File: src/rtl/mem_port_arbiter.sv
// Two-port arbiter for the single-port unified memory.
// The core has fixed priority, bounded by a streak counter so that the
// DMA/loader port always makes progress. Memory-side signals are registered
// and read data is steered back to whichever requester issued the read.
module mem_port_arbiter #(
    parameter int AW         = 16,
    parameter int DW         = 16,
    parameter int MAX_STREAK = 4
) (
    input  logic          CLK,
    input  logic          Reset,
    input  logic          c_req,
    input  logic          c_we,
    input  logic [AW-1:0] c_addr,
    input  logic [DW-1:0] c_wdata,
    output logic          c_gnt,
    output logic          c_rvalid,
    output logic [DW-1:0] c_rdata,
    output logic          c_stall,
    input  logic          d_req,
    input  logic          d_we,
    input  logic [AW-1:0] d_addr,
    input  logic [DW-1:0] d_wdata,
    output logic          d_gnt,
    output logic          d_rvalid,
    output logic [DW-1:0] d_rdata,
    output logic          mem_en,
    output logic          mem_we,
    output logic [AW-1:0] mem_addr,
    output logic [DW-1:0] mem_wdata,
    input  logic [DW-1:0] mem_rdata,
    output logic          owner
);

    typedef enum logic {
        CORE_PRI = 1'b0,
        DMA_TURN = 1'b1
    } state_t;

    localparam logic [3:0] STREAK_LAST = 4'(MAX_STREAK - 1);
    localparam logic [3:0] STREAK_MAX  = 4'(MAX_STREAK);

    state_t     state;
    logic [3:0] streak;
    logic       pend_c_p0;
    logic       pend_d_p0;

    // Grant decision: core wins unless the DMA has been given its turn
    always_comb begin
        c_gnt = 1'b0;
        d_gnt = 1'b0;
        if (!Reset) begin
            if (c_req && (!d_req || state == CORE_PRI))
                c_gnt = 1'b1;
            else if (d_req)
                d_gnt = 1'b1;
        end
    end

    assign c_stall = c_req & ~c_gnt;

    // Anti-starvation streak counter and priority state
    always_ff @(posedge CLK or posedge Reset) begin
        if (Reset) begin
            state  <= CORE_PRI;
            streak <= 4'd0;
        end else begin
            case (state)
                CORE_PRI: begin
                    if (c_gnt && d_req) begin
                        if (streak == STREAK_LAST) begin
                            state  <= DMA_TURN;
                            streak <= STREAK_MAX;
                        end else begin
                            streak <= streak + 4'd1;
                        end
                    end else if (c_gnt || d_gnt) begin
                        streak <= 4'd0;
                    end
                end
                DMA_TURN: begin
                    if (d_gnt || !d_req) begin
                        state  <= CORE_PRI;
                        streak <= 4'd0;
                    end
                end
                default: begin
                    state  <= CORE_PRI;
                    streak <= 4'd0;
                end
            endcase
        end
    end

    // Issue stage: register the winner's request onto the memory port
    always_ff @(posedge CLK or posedge Reset) begin
        if (Reset) begin
            mem_en    <= 1'b0;
            mem_we    <= 1'b0;
            mem_addr  <= '0;
            mem_wdata <= '0;
            owner     <= 1'b0;
            pend_c_p0 <= 1'b0;
            pend_d_p0 <= 1'b0;
        end else begin
            mem_en    <= c_gnt | d_gnt;
            mem_we    <= (c_gnt & c_we) | (d_gnt & d_we);
            pend_c_p0 <= c_gnt & ~c_we;
            pend_d_p0 <= d_gnt & ~d_we;
            if (c_gnt) begin
                mem_addr  <= c_addr;
                mem_wdata <= c_wdata;
                owner     <= 1'b0;
            end else if (d_gnt) begin
                mem_addr  <= d_addr;
                mem_wdata <= d_wdata;
                owner     <= 1'b1;
            end
        end
    end

    // Return stage: memory has sampled the read, its data arrives now
    always_ff @(posedge CLK or posedge Reset) begin
        if (Reset) begin
            c_rvalid <= 1'b0;
            d_rvalid <= 1'b0;
        end else begin
            c_rvalid <= pend_c_p0;
            d_rvalid <= pend_d_p0;
        end
    end

    assign c_rdata = c_rvalid ? mem_rdata : '0;
    assign d_rdata = d_rvalid ? mem_rdata : '0;

endmodule

File: config.mk
export PLATFORM = sky130hd
export DESIGN_NAME = mem_port_arbiter
export DESIGN_NICKNAME = d
export VERILOG_FILES = /design/src/rtl/mem_port_arbiter.sv
export SDC_FILE = /design/constraint.sdc
export NUM_CORES = 1
export LEC_CHECK = 0
export ABC_AREA = 1
export BUFFER_PORTS_ARGS = -buffer_cell sky130_fd_sc_hd__buf_4
export CAP_MARGIN = 5
export CORE_ASPECT_RATIO = 1.1
export CORE_UTILIZATION = 35
export DETAILED_ROUTE_END_ITERATION = 10
export PLACE_DENSITY = 0.68
export SYNTH_ARGS = -nofsm -noshare
export SYNTH_HDL_FRONTEND = slang
export SYNTH_SLANG_ARGS = --single-unit
export TNS_END_PERCENT = 20
File: constraint.sdc
create_clock -name CLK -period 1.61 [get_ports CLK]
set_input_delay 0.0805 -clock CLK [delete_from_list [all_inputs] [get_ports CLK]]
set_output_delay 0.0805 -clock CLK [all_outputs]
set_load 0.02 [all_outputs]
==> parameters.txt, run 1 <==
Parameter                              Value

Critical path
  Endpoint type of the worst setup path ... primary output
  Cells traversed along the worst timing path ... nand2_1 > nand2_1 > nand2_2 > inv_1 > buf_4
  Data arrival at the endpoint of the critical path ... approximately 1300 ps
  Worst reg2reg path startpoint ... state
  Worst reg2reg path endpoint ... mem_addr[4]
  Critical-path top delay cell ... sky130_fd_sc_hd__dfrtp_1
  Count of cell instances traversed by the critical path ... 5
  Buffers and inverters on the worst path ... 2
  Largest stage delay on the critical path ... 410 ps
  FF-to-FF setup slack ... about 240 ps
  Worst setup path end ... d_gnt
  Crit-path max FO ... 6
  Worst setup SP type ... flop
  Critical path class ... reg -> out
  Critical path's top delay family ... flip-flops
  Critical Path RT ... between 1500 and 2000 ps
  Most common cell type on the critical path ... sky130_fd_sc_hd__nand2_1
  Worst setup path start ... state
  FF-to-FF path depth ... 5

Floorplan
  Total Die Area ... 7456 um^2
  Die extent in y ... just over 90 um
  Core region area ... 6749 um^2
  Num rows ... 31
  Effective utilization at floorplan ... 36.89%
  Top-level I/O count ... approximately 160
  Die width ... between 80 and 90 um

Finish
  Final Instance Count excl. Fillers ... 602
  Inserted Diodes ... 0
  Design Area, Final ... ~3900 um^2
  Area Growth Syn to Fin ... 55.13%
  Fraction of final layout cells sized beyond drive strength 1 ... between 30% and 40%
  Layout net count ... 606
  Post-route core utilization ... 57.23%
  Fill count ... ~680

Detailed routing
  DRC errors left ... 0
  Total via count in the routed design ... 2,693
  Vias per cell ... 4.473
  Post-DR wirelength/cell ... 11.52 um
  Initial DRT Pass Iterations ... 4
  Count of routing violations after the opening detailed-route iteration ... 91
  Final ANT Viol Nets ... 0
  Sum of routed wire length over all layers ... 6.933 mm

Power
  Sw Share ... 30.11%
  Worst supply voltage drop on vdd ... about 0.00044 V
  Power spent charging and discharging nets ... about 0.97 mW
  Internal Power ... about 2.2 mW
  Share of total power in combinational logic ... 30.0%
  Sequential power share ... 41.5%
  Fraction of power consumed by the clock network ... 28.5%
  Pwr/cell area ... 831.5 nW/um^2
  Static leakage power ... 2.441 nW

GRT
  Number of global-route vias before repair ... 2,379
  Routing usage on met1 ... about a fifth
  GRT Overall Usage ... 18.03%
  Antenna violations before repair ... 0
  GR met3 Demand/Resource ... under 10%
  Sum of overflow across all layers after global routing ... 0
  Wire length of the first global-routing pass ... around 10 mm
  Largest net degree at the start of global routing ... 56
  M2 GR Usage ... 34.37%
  Highest-utilization routing layer at the global route stage ... met2

Synth
  Net count after synthesis ... 456
  Area fraction of the dominant cell type after synthesis ... between 40% and 50%
  Share of synthesized area occupied by flip-flops and latches ... between 40 and 50%
  Post-synthesis cell type with the largest combined area ... sky130_fd_sc_hd__dfrtp_1
  Dominant cells by area after synthesis ... sky130_fd_sc_hd__dfrtp_1 (44%), sky130_fd_sc_hd__nand2_1 (17%), sky130_fd_sc_hd__inv_1 (11%)
  Syn Std Cell Area ... approximately 2500 um^2
  Number of warnings issued by yosys ... 0
  Mapped Cells ... roughly 370
  Avg Inst Size Synth ... a little under 7 um^2
  Total of flip-flops plus latches after synthesis ... 44
  Count of different cell masters after synthesis ... 18

Place
  Sum of net half-perimeters after detailed placement ... between 5 and 6 mm
  Post-place setup slack ... roughly 240 ps
  Instance area after placement ... ~3700 um^2
  Global placer's final weighted congestion ... approximately 0.74
  Total instance count after detailed placement ... 592
  Port-buffer cells ... 157

Run
  Number of violations of the max-capacitance limit ... 0

Worst hold path
  Worst Hold Class ... in -> async

Timing
  Worst-case headroom to the max-slew limit ... between 60% and 70%
  Number of failing setup endpoints in the final timing report ... 0
  Smallest setup slack after layout ... 231.3 ps
  Worst-Margin Slew ... approximately 570 ps
  Pins Over Slew Limit ... 0
  Final worst path period need ... 1379 ps
  Final total negative setup slack ... 0 ps
  Highest clock rate ... between 0.7 and 0.8 GHz
  Unrepaired setup endpoints after global routing ... no
  Final Hold Vio Count ... 0
  Setup skew after layout ... between 8 and 9 ps
  Post-route fraction of the period consumed by the critical path ... 85.64%

Clock tree
  Buffer type at the clock tree root ... sky130_fd_sc_hd__clkbuf_8
  Number of buffers on the longest clock path ... 2
  Sink count of the clock tree ... between 40 and 50
  Number of CTS-inserted buffers ... 5
  CTS clock-pin slew for the worst setup and hold paths ... ~80 ps
  Post-CTS repair timing setup buffer count ... 0
  Worst-Skew Late Latency ... ~290 ps
  TritonCTS clock tree ... done
  CTS H-Tree Depth ... 2

Run status
  Status ... finished clean
-- how the worst min path moves through the flow --
stage / from / endpoint / slack (ps) / cells after the start
after global routing: Reset / state / 40 / 3
after detailed placement: c_we / pend_c_p0 / 250 / 2
after global placement: c_we / pend_c_p0 / 250 / 2
after floorplan: Reset / c_rvalid / 100 / 1
final: Reset / state / 1 / 3
after CTS: Reset / mem_addr[12] / 20 / 3
-- per-layer routing --
layer,vias to the layer above,wire length [um]
met1,1199,2649
met4,0,50
met5,-,0
met2,95,3676
met3,4,556
li1,1395,-
-- cell usage after synthesis --
cell,count
sky130_fd_sc_hd__nand2_1,114
sky130_fd_sc_hd__inv_1,72
sky130_fd_sc_hd__dfrtp_1,44
sky130_fd_sc_hd__nand3_1,37
sky130_fd_sc_hd__nor2_1,37
sky130_fd_sc_hd__o21ai_1,32
sky130_fd_sc_hd__buf_2,13
sky130_fd_sc_hd__buf_6,4
sky130_fd_sc_hd__clkbuf_1,4
sky130_fd_sc_hd__inv_2,2
sky130_fd_sc_hd__nor2_2,2
sky130_fd_sc_hd__o21ai_0,2
sky130_fd_sc_hd__a21oi_1,1
sky130_fd_sc_hd__ha_1,1
sky130_fd_sc_hd__nand2_2,1
sky130_fd_sc_hd__nand2_4,1
sky130_fd_sc_hd__nand3_2,1
sky130_fd_sc_hd__nand4_1,1
-- cell usage in the layout (no fill, tap or decap), drive strengths merged --
cell	netlist	final
dfrtp	44	44
ha	1	1
bufinv	0	1
inv	74	74
nand3	38	38
nor2	39	39
clkbuf	4	7
o21ai	34	34
a21oi	1	1
buf	17	162
nand2	116	116
nand4	1	1
dlygate4sd3	0	2
-- power groups by stage --
stage | sequential, mW | clock, mW | combinational (mW)
5_1_grt | 1.35 | 0.999 | 1.05
3_5_place_dp | 1.36 | 0 | 0.975
6_report | 1.33 | 0.916 | 0.963
4_1_cts | 1.33 | 0.949 | 0.979
2_1_floorplan | 1.51 | 0 | 0.334
3_3_place_gp | 1.35 | 0 | 0.958
-- registers in the layout, indices dropped and copies added (netlist names) --
register	flops
c_rvalid	1
d_rvalid	1
mem_addr	16
mem_en	1
mem_wdata	16
mem_we	1
owner	1
pend_c_p0	1
pend_d_p0	1
state	1
streak	4
-- cell families after synthesis --
family	count (synthesis)	share of synthesized area (%)
and+or+nand+nor	194	32.06
buffers and inverters	95	16.18
DFF	44	44.22
AOI/OAI and AO/OA	35	7.035
adders and majority gates	1	0.5024
-- timing repair --
item	in CTS	in global routing
endpoints found under the setup margin	0	0
hold buffers	2	0
gates resized for setup	0	0
endpoints found under the hold margin	2	0
-- through the flow --
stage / total power, mW / hold slack, ps
2_1_floorplan: 1.841 / 101.7
3_3_place_gp: 2.310 / 247.3
3_5_place_dp: 2.330 / 247.3
4_1_cts: 3.262 / 17.28
5_1_grt: 3.404 / 37.02
6_report: 3.212 / 1.213
-- final cells by class --
cell class              count  area (um^2)  area share, %
flip-flops and latches     44         1101          28.51
well taps                  82        102.6          2.656
clock inverters             1        30.03         0.7775
repair buffers            164         1261          32.65
inverters                  74        277.8          7.191
multi-input cells         230        993.5          25.72
clock buffers               7        96.34          2.494
-- worst register-to-register path, cell delays in order, from the launching register on --
cell and delay, ps:
sky130_fd_sc_hd__dfrtp_1 410, sky130_fd_sc_hd__nand2_1 130, sky130_fd_sc_hd__nand3_4 170, sky130_fd_sc_hd__nand2_4 340
sky130_fd_sc_hd__nand2_1 110, sky130_fd_sc_hd__o21ai_1 140
(Power assumes the default switching activity.)
==> run 2: changes to the inputs <==
--- a/config.mk
+++ b/config.mk
@@ -5,13 +5,12 @@
 export SDC_FILE = /design/constraint.sdc
 export NUM_CORES = 1
 export LEC_CHECK = 0
-export ABC_AREA = 1
 export BUFFER_PORTS_ARGS = -buffer_cell sky130_fd_sc_hd__buf_4
-export CAP_MARGIN = 5
+export CAP_MARGIN = 30
 export CORE_ASPECT_RATIO = 1.1
 export CORE_UTILIZATION = 35
 export DETAILED_ROUTE_END_ITERATION = 10
-export PLACE_DENSITY = 0.68
+export PLACE_DENSITY = 0.69
 export SYNTH_ARGS = -nofsm -noshare
 export SYNTH_HDL_FRONTEND = slang
 export SYNTH_SLANG_ARGS = --single-unit
==> parameters.txt, run 2 <==
Parameter                              Value

Synth
  Post-synthesis cell type with the largest combined area ... sky130_fd_sc_hd__dfrtp_1 (unchanged)
  Dominant cells by area after synthesis ... sky130_fd_sc_hd__dfrtp_1 (46%), sky130_fd_sc_hd__and2_1 (8.8%), sky130_fd_sc_hd__a31oi_1 (8.3%) (was sky130_fd_sc_hd__dfrtp_1 (44%), sky130_fd_sc_hd__nand2_1 (17%), sky130_fd_sc_hd__inv_1 (11%))
  Count of flip-flops with a built-in enable after synthesis ... 0 (unchanged)
  Adder-cell share of the synthesized area ... 0.5195% (was 0.5025%)
  Area fraction in compound gates after synthesis ... 19.38% (was 7.035%)
  Total of flip-flops plus latches after synthesis ... 44 (unchanged)
  Most repeated cell in the gate-level netlist after synthesis ... sky130_fd_sc_hd__dfrtp_1 (was sky130_fd_sc_hd__nand2_1)
  Net count after synthesis ... 355 (was 456)
  Mapped Cells ... 268 (was 369)
  Count of different cell masters after synthesis ... 34 (was 18)
  Number of warnings issued by yosys ... 0 (unchanged)
  Simple-Gate Fraction of Synth Area ... 25.71% (was 32.06%)
  Multiplexer share of the synthesized area ... 0% (unchanged)
  Avg Inst Size Synth ... 8.987 um^2 (was 6.748 um^2)
  Top_reg_cell synth ... sky130_fd_sc_hd__dfrtp_1 (unchanged)
  Most common library cells after synthesis ... sky130_fd_sc_hd__dfrtp_1 (44), sky130_fd_sc_hd__and2_1 (34), sky130_fd_sc_hd__nor2_1 (34) (was sky130_fd_sc_hd__nand2_1 (114), sky130_fd_sc_hd__inv_1 (72), sky130_fd_sc_hd__dfrtp_1 (44))
  Synth Area in XOR/XNOR ... 0% (unchanged)
  Share of synthesized registers carrying an async set or reset ... 100.0% (unchanged)
  Combinational family with the most area after synthesis ... simple AND/OR/NAND/NOR gates (unchanged)
  Share of synthesized area occupied by flip-flops and latches ... 45.71% (was 44.22%)
  Area fraction of the dominant cell type after synthesis ... 45.71% (was 44.22%)
  Syn Std Cell Area ... 2409 um^2 (was 2490 um^2)

GRT
  Highest-utilization routing layer at the global route stage ... met2 (unchanged)
  M2 GR Usage ... 37.82% (was 34.37%)
  GR met3 Demand/Resource ... 5.612% (was 3.939%)
  Sum of overflow across all layers after global routing ... 0 (unchanged)
  Wire length of the first global-routing pass ... 11.21 mm (was 10.41 mm)
  GRT Overall Usage ... 20.49% (was 18.03%)
  Antenna violations before repair ... 0 (unchanged)
  Number of global-route vias before repair ... 2,436 (was 2,379)
  Routing usage on met1 ... 22.41% (was 19.50%)
  Largest net degree at the start of global routing ... 41 (was 56)

Finish
  Inserted Diodes ... 0 (unchanged)
  Commonest non-fill, non-tap cell in the layout ... sky130_fd_sc_hd__buf_4 (unchanged)
  Area Growth Syn to Fin ... 55.53% (was 55.13%)
  Registers with the most flip-flops ... mem_addr x16, mem_wdata x16, streak x4 (unchanged)
  Layout net count ... 509 (was 606)
  Fraction of final layout cells sized beyond drive strength 1 ... 43.26% (was 34.04%)
  Most frequent cells in the layout ... sky130_fd_sc_hd__buf_4 (169), sky130_fd_sc_hd__dfrtp_1 (43), sky130_fd_sc_hd__and2_1 (34), sky130_fd_sc_hd__nor2_1 (34), sky130_fd_sc_hd__nand3_1 (33) (was sky130_fd_sc_hd__buf_4 (160), sky130_fd_sc_hd__nand2_1 (114), sky130_fd_sc_hd__inv_1 (72))
  Final Instance Count excl. Fillers ... 505 (was 602)
  Fill count ... 647 (was 681)

Detailed routing
  DRC errors left ... 0 (unchanged)
  Sum of routed wire length over all layers ... 7.488 mm (was 6.933 mm)
  Post-DR wirelength/cell ... 14.83 um (was 11.52 um)
  Initial DRT Pass Iterations ... 4 (unchanged)
  Vias per cell ... 5.014 (was 4.473)
  Count of routing violations after the opening detailed-route iteration ... 75 (was 91)
  Final ANT Viol Nets ... 0 (unchanged)
  Total via count in the routed design ... 2,532 (was 2,693)

Floorplan
  Effective utilization at floorplan ... 36.31% (was 36.89%)
  Core region area ... 6633 um^2 (was 6749 um^2)
  Die width ... 81.10 um (was 82.42 um)
  Top-level I/O count ... 158 (unchanged)
  Total Die Area ... 7218 um^2 (was 7456 um^2)
  Num rows ... 31 (unchanged)
  Die extent in y ... 89.01 um (was 90.46 um)

Critical path
  Crit-path max FO ... 34 (was 6)
  Cells traversed along the worst timing path ... and2_1 > buf_12 > nor2_4 > nor2b_1 > buf_4 (was nand2_1 > nand2_1 > nand2_2 > inv_1 > buf_4)
  FF-to-FF setup slack ... 260 ps (was 240 ps)
  Critical-path top delay cell ... sky130_fd_sc_hd__dfrtp_2 (was sky130_fd_sc_hd__dfrtp_1)
  Critical Path RT ... 1530 ps (about the same)
  Largest stage delay on the critical path ... 440 ps (was 410 ps)
  Data arrival at the endpoint of the critical path ... 1450 ps (was 1300 ps)
  Worst reg2reg path startpoint ... state (unchanged)
  Endpoint type of the worst setup path ... primary output (unchanged)
  FF-to-FF path depth ... 4 (was 5)
  Critical path class ... reg -> out (unchanged)
  Worst setup SP type ... flop (unchanged)
  Buffers and inverters on the worst path ... 2 (unchanged)
  Worst reg2reg path endpoint ... streak[1] (was mem_addr[4])
  Critical path's top delay family ... flip-flops (unchanged)

Power
  Pwr/cell area ... 849.1 nW/um^2 (was 831.5 nW/um^2)
  Static leakage power ... 1.793 nW (was 2.441 nW)
  Worst supply voltage drop on vdd ... 0.0004515 V (was 0.0004363 V)

Clock tree
  CTS clock-pin slew for the worst setup and hold paths ... 80 ps (about the same)
  Worst-Skew Late Latency ... 290 ps (about the same)
  Number of buffers on the longest clock path ... 2 (unchanged)
  Number of CTS-inserted buffers ... 5 (unchanged)
  Sink count of the clock tree ... 44 (unchanged)
  TritonCTS clock tree ... done (unchanged)
  CTS H-Tree Depth ... 2 (unchanged)
  Buffer type at the clock tree root ... sky130_fd_sc_hd__clkbuf_8 (unchanged)

Timing
  Smallest setup slack after layout ... 83.26 ps (was 231.3 ps)
  Worst-case headroom to the max-slew limit ... 72.18% (was 61.80%)
  Unrepaired setup endpoints after global routing ... no (unchanged)
  Number of failing setup endpoints in the final timing report ... 0 (unchanged)
  Setup skew after layout ... 3.895 ps (was 8.462 ps)
  Worst-Margin Slew ... 416.4 ps (was 573.0 ps)
  Final worst path period need ... 1527 ps (was 1379 ps)
  Fin Hold WS ... 51.59 ps (was 1.213 ps)
  Post-route fraction of the period consumed by the critical path ... 94.83% (was 85.64%)
  Highest clock rate ... 0.6550 GHz (was 0.7253 GHz)
  Final Hold Vio Count ... 0 (unchanged)
  Pins Over Slew Limit ... 0 (unchanged)
  Final total negative setup slack ... 0 ps (unchanged)

Place
  Post-place setup slack ... 261.5 ps (was 244.2 ps)
  Port-buffer cells ... 157 (unchanged)
  Global placer's final weighted congestion ... 0.8035 (was 0.7357)
  Total instance count after detailed placement ... 492 (was 592)
  Sum of net half-perimeters after detailed placement ... 5.656 mm (was 5.310 mm)

Worst hold path
  Worst Hold Class ... in -> reg (was in -> async)
  Hold Path Depth ... 3
  Worst Min Path Start ... c_addr[15]
  Endpoint of the worst hold-timing path ... mem_addr[15]

Run
  Number of violations of the max-capacitance limit ... 0 (unchanged)

Run status
  Status ... finished clean (unchanged)
## run 2: layer usage
metal / wire length (um) / part of all wire (%)
met1: 2865 / 38
met2: 3778 / 50
met3: 720 / 9.6
met4: 123 / 1.6
met5: 0 / 0
## run 2: cell families after synthesis
family / after synthesis
simple gates: 118
buf+inv: 29
fa+ha+maj: 1
compound gates: 76
flops: 44
## run 2: through the flow
step / cell area [um^2] / power [mW] / util [%]
floorplan: 2409 / 1.897 / -
global placement: 3587 / 2.341 / 54.08
detailed placement: 3587 / 2.366 / 54.08
CTS: 3731 / 3.213 / 56.25
global route: 3746 / 3.368 / 56.48
finish: 3746 / 3.181 / 56.48
## run 2: tightest hold or removal path: stages
cell and delay [ps]:
sky130_fd_sc_hd__buf_4 110, sky130_fd_sc_hd__nand3_1 50, sky130_fd_sc_hd__a31oi_1 70
## run 2: worst max-delay path by stage
stage	from	endpoint	slack, ps	cells past startpoint
after floorplan	state	c_stall	320	5
after detailed placement	state	mem_we	260	4
final	state	c_stall	80	5
after global placement	state	mem_we	310	4
after global routing	state	c_stall	20	5
after CTS	state	c_stall	30	5
## run 2: what timing repair did
item | 4_1_cts | 5_1_grt
resized for setup | 2 | 0
hold buffers | 3 | 0
setup endpoints to repair | 2 | 1
buffers inserted | 0 | 2
endpoints found under the hold margin | 46 | 0
## run 2: final cells by class
cell class,count,area [um^2],area share (%)
Clock buffer,6,72.57,1.937
Clock inverter,2,35.03,0.9352
Inverter,3,11.26,0.3006
Multi-Input combinational cell,195,1104,29.46
Sequential cell,44,1102,29.43
Tap cell,82,102.6,2.739
Timing Repair Buffer,173,1319,35.20
## run 2: report_power, final
| part | switching (mW) | internal (mW) | leakage (nW) |
|---|---|---|---|
| sequential | 0.111 | 1.26 | 0.515 |
| combinational | 0.491 | 0.481 | 1.22 |
| clock | 0.378 | 0.461 | 0.0552 |
==> run 3: changes to the inputs <==
--- a/config.mk
+++ b/config.mk
@@ -5,11 +5,13 @@
 export SDC_FILE = /design/constraint.sdc
 export NUM_CORES = 1
 export LEC_CHECK = 0
+export ABC_AREA = 0
 export BUFFER_PORTS_ARGS = -buffer_cell sky130_fd_sc_hd__buf_4
 export CAP_MARGIN = 30
 export CORE_ASPECT_RATIO = 1.1
 export CORE_UTILIZATION = 35
 export DETAILED_ROUTE_END_ITERATION = 10
+export HOLD_SLACK_MARGIN = 0.12
 export PLACE_DENSITY = 0.69
 export SYNTH_ARGS = -nofsm -noshare
 export SYNTH_HDL_FRONTEND = slang
==> parameters.txt, run 3 (same netlist as run 2, synthesis figures left out) <==
Parameter                              Value

Finish
  Layout net count ... 575 (was 509)
  Inserted Diodes ... 0 (unchanged)
  Most frequent cells in the layout ... sky130_fd_sc_hd__buf_4 (169), sky130_fd_sc_hd__dlygate4sd3_1 (68), sky130_fd_sc_hd__dfrtp_1 (43) (was sky130_fd_sc_hd__buf_4 (169), sky130_fd_sc_hd__dfrtp_1 (43), sky130_fd_sc_hd__and2_1 (34), sky130_fd_sc_hd__nor2_1 (34), sky130_fd_sc_hd__nand3_1 (33))
  Commonest non-fill, non-tap cell in the layout ... sky130_fd_sc_hd__buf_4 (unchanged)
  Post-route core utilization ... 66.70% (was 56.48%)
  Area Growth Syn to Fin ... 83.69% (was 55.53%)
  Final Instance Count excl. Fillers ... 571 (was 505)
  Fill count ... 564 (was 647)
  Fraction of final layout cells sized beyond drive strength 1 ... 37.83% (was 43.26%)
  Registers with the most flip-flops ... mem_addr x16, mem_wdata x16, streak x4 (unchanged)
  Area used by sequential logic in the layout ... 1102 um^2 (unchanged)
  Multi-input gate area in the final layout ... 1106 um^2 (was 1104 um^2)

Clock tree
  CTS H-Tree Depth ... 2 (unchanged)
  Worst-Skew Late Latency ... 290 ps (about the same)
  Number of CTS-inserted buffers ... 5 (unchanged)
  TritonCTS clock tree ... done (unchanged)
  Buffer type at the clock tree root ... sky130_fd_sc_hd__clkbuf_8 (unchanged)
  CTS clock-pin slew for the worst setup and hold paths ... 80 ps (about the same)
  Number of buffers on the longest clock path ... 2 (unchanged)
  Sink count of the clock tree ... 44 (unchanged)

Detailed routing
  DRC errors left ... 0 (unchanged)
  Vias per cell ... 5.053 (was 5.014)
  Initial DRT Pass Iterations ... 5 (was 4)
  Total via count in the routed design ... 2,885 (was 2,532)
  Post-DR wirelength/cell ... 15.50 um (was 14.83 um)
  Final ANT Viol Nets ... 0 (unchanged)
  Sum of routed wire length over all layers ... 8.850 mm (was 7.488 mm)
  Count of routing violations after the opening detailed-route iteration ... 79 (was 75)

Timing
  Worst-Margin Slew ... 416.6 ps (was 416.4 ps)
  Final total negative setup slack ... 0 ps (unchanged)
  Post-route fraction of the period consumed by the critical path ... 94.34% (was 94.83%)
  Setup skew after layout ... 3.824 ps (was 3.895 ps)
  Final Hold Vio Count ... 0 (unchanged)
  Worst-case headroom to the max-slew limit ... 72.17% (was 72.18%)
  Unrepaired setup endpoints after global routing ... no (unchanged)
  Number of failing setup endpoints in the final timing report ... 0 (unchanged)
  Final worst path period need ... 1519 ps (was 1527 ps)
  Pins Over Slew Limit ... 0 (unchanged)
  Highest clock rate ... 0.6584 GHz (was 0.6550 GHz)

Critical path
  Worst setup path start ... d_req (was state)
  Critical Path RT ... 1530 ps (about the same)
  Worst setup path end ... c_stall (unchanged)
  Crit-path max FO ... 17 (was 34)
  Worst setup SP type ... input port (was flop)
  Endpoint type of the worst setup path ... primary output (unchanged)
  Critical path class ... in -> out (was reg -> out)
  FF-to-FF path depth ... 4 (unchanged)
  Worst reg2reg path endpoint ... streak[1] (unchanged)
  Data arrival at the endpoint of the critical path ... 1440 ps (was 1450 ps)
  FF-to-FF setup slack ... 260 ps (about the same)
  Worst reg2reg path startpoint ... state (unchanged)

Power
  Internal Power ... 2.307 mW (was 2.201 mW)
  Share of total power in combinational logic ... 33.5% (was 30.6%)
  Power spent charging and discharging nets ... 1.024 mW (was 0.9795 mW)
  Worst supply voltage drop on vdd ... 0.0004567 V (was 0.0004515 V)
  Sw Share ... 30.75% (was 30.79%)
  Static leakage power ... 2.077 nW (was 1.793 nW)
  Pwr/cell area ... 752.8 nW/um^2 (was 849.1 nW/um^2)
  Sequential power share ... 41.2% (was 43.1%)
  Fraction of power consumed by the clock network ... 25.2% (was 26.4%)

GRT
  GRT Overall Usage ... 23.61% (was 20.49%)
  Antenna violations before repair ... 0 (unchanged)
  Highest-utilization routing layer at the global route stage ... met2 (unchanged)
  Number of global-route vias before repair ... 2,782 (was 2,436)
  Largest net degree at the start of global routing ... 41 (unchanged)
  Routing usage on met1 ... 25.85% (was 22.41%)
  Sum of overflow across all layers after global routing ... 0 (unchanged)
  Wire length of the first global-routing pass ... 12.92 mm (was 11.21 mm)
  GR met3 Demand/Resource ... 4.592% (was 5.612%)
  M2 GR Usage ... 44.39% (was 37.82%)

Floorplan
  Core region area ... 6633 um^2 (unchanged)
  Num rows ... 31 (unchanged)
  Die extent in y ... 89.01 um (unchanged)
  Effective utilization at floorplan ... 36.31% (unchanged)
  Total Die Area ... 7218 um^2 (unchanged)
  Top-level I/O count ... 158 (unchanged)
  Die width ... 81.10 um (unchanged)

Place
  Global placer's final weighted congestion ... 0.8035 (unchanged)
  Port-buffer cells ... 157 (unchanged)
  Sum of net half-perimeters after detailed placement ... 5.656 mm (unchanged)
  Total instance count after detailed placement ... 492 (unchanged)

Run status
  Status ... finished clean (unchanged)

Run
  Number of violations of the max-capacitance limit ... 0 (unchanged)

Worst hold path
  Worst Hold Class ... in -> reg (unchanged)
-- run 3: cell types whose count changed in the layout (fill, tap and decap cells not counted), sizes merged --
cell,before,now
dlygate4sd3,3,68
clkbuf,6,7
-- run 3: critical path: stages --
cell                            delay (ps)
sky130_fd_sc_hd__dlygate4sd3_1         530
sky130_fd_sc_hd__buf_4                 170
sky130_fd_sc_hd__and2_4                190
sky130_fd_sc_hd__buf_12                160
sky130_fd_sc_hd__nor2_4                 50
sky130_fd_sc_hd__nor2b_1               120
sky130_fd_sc_hd__buf_4                 150
-- run 3: worst min-delay path by stage --
stage / start / to / slack [ps] / cells after the start
2_1_floorplan: c_we / pend_c_p0 / 150 / 1
3_3_place_gp: Reset / mem_wdata[5] / 210 / 3
3_5_place_dp: Reset / mem_wdata[7] / 220 / 3
4_1_cts: Reset / streak[2] / 170 / 3
5_1_grt: Reset / streak[2] / 180 / 3
6_report: Reset / streak[2] / 170 / 3
-- run 3: layout make-up --
class	instances	area share, %
Sequential cell	44	24.92
Clock buffer	6	1.640
Clock inverter	2	0.7919
Tap cell	82	2.319
Inverter	3	0.2545
Timing Repair Buffer	239	45.08
Multi-Input combinational cell	195	25.00
-- run 3: power by group through the flow --
stage / Sequential, mW / Clock (mW) / Combinational [mW]
finish: 1.37 / 0.841 / 1.12
global route: 1.40 / 0.924 / 1.20
CTS: 1.37 / 0.859 / 1.11
detailed placement: 1.39 / 0 / 0.973
global placement: 1.39 / 0 / 0.952
floorplan: 1.52 / 0 / 0.380
-- run 3: routing by layer --
metal	routed length, um	up-vias
met3	721	21
li1	-	1387
met2	4673	154
met4	231	0
met1	3224	1323
met5	0	-
-- run 3: stage by stage --
step / instance area [um^2] / hold WS, ps / setup WS (ps) / power [mW]
floorplan: 2409 / 154.0 / 315.5 / 1.897
global placement: 3587 / 211.9 / 311.2 / 2.341
detailed placement: 3587 / 219.8 / 261.5 / 2.366
CTS: 4382 / 167.1 / 26.28 / 3.340
global route: 4424 / 181.4 / 39.35 / 3.519
finish: 4424 / 173.8 / 91.11 / 3.331
-- run 3: timing repair --
item	in CTS	in global routing
cloned	0	1
buffers inserted	0	2
endpoints found under the setup margin	2	1
hold buffers	68	0
endpoints found under the hold margin	82	0
pin swaps	0	0
resized for setup	2	2
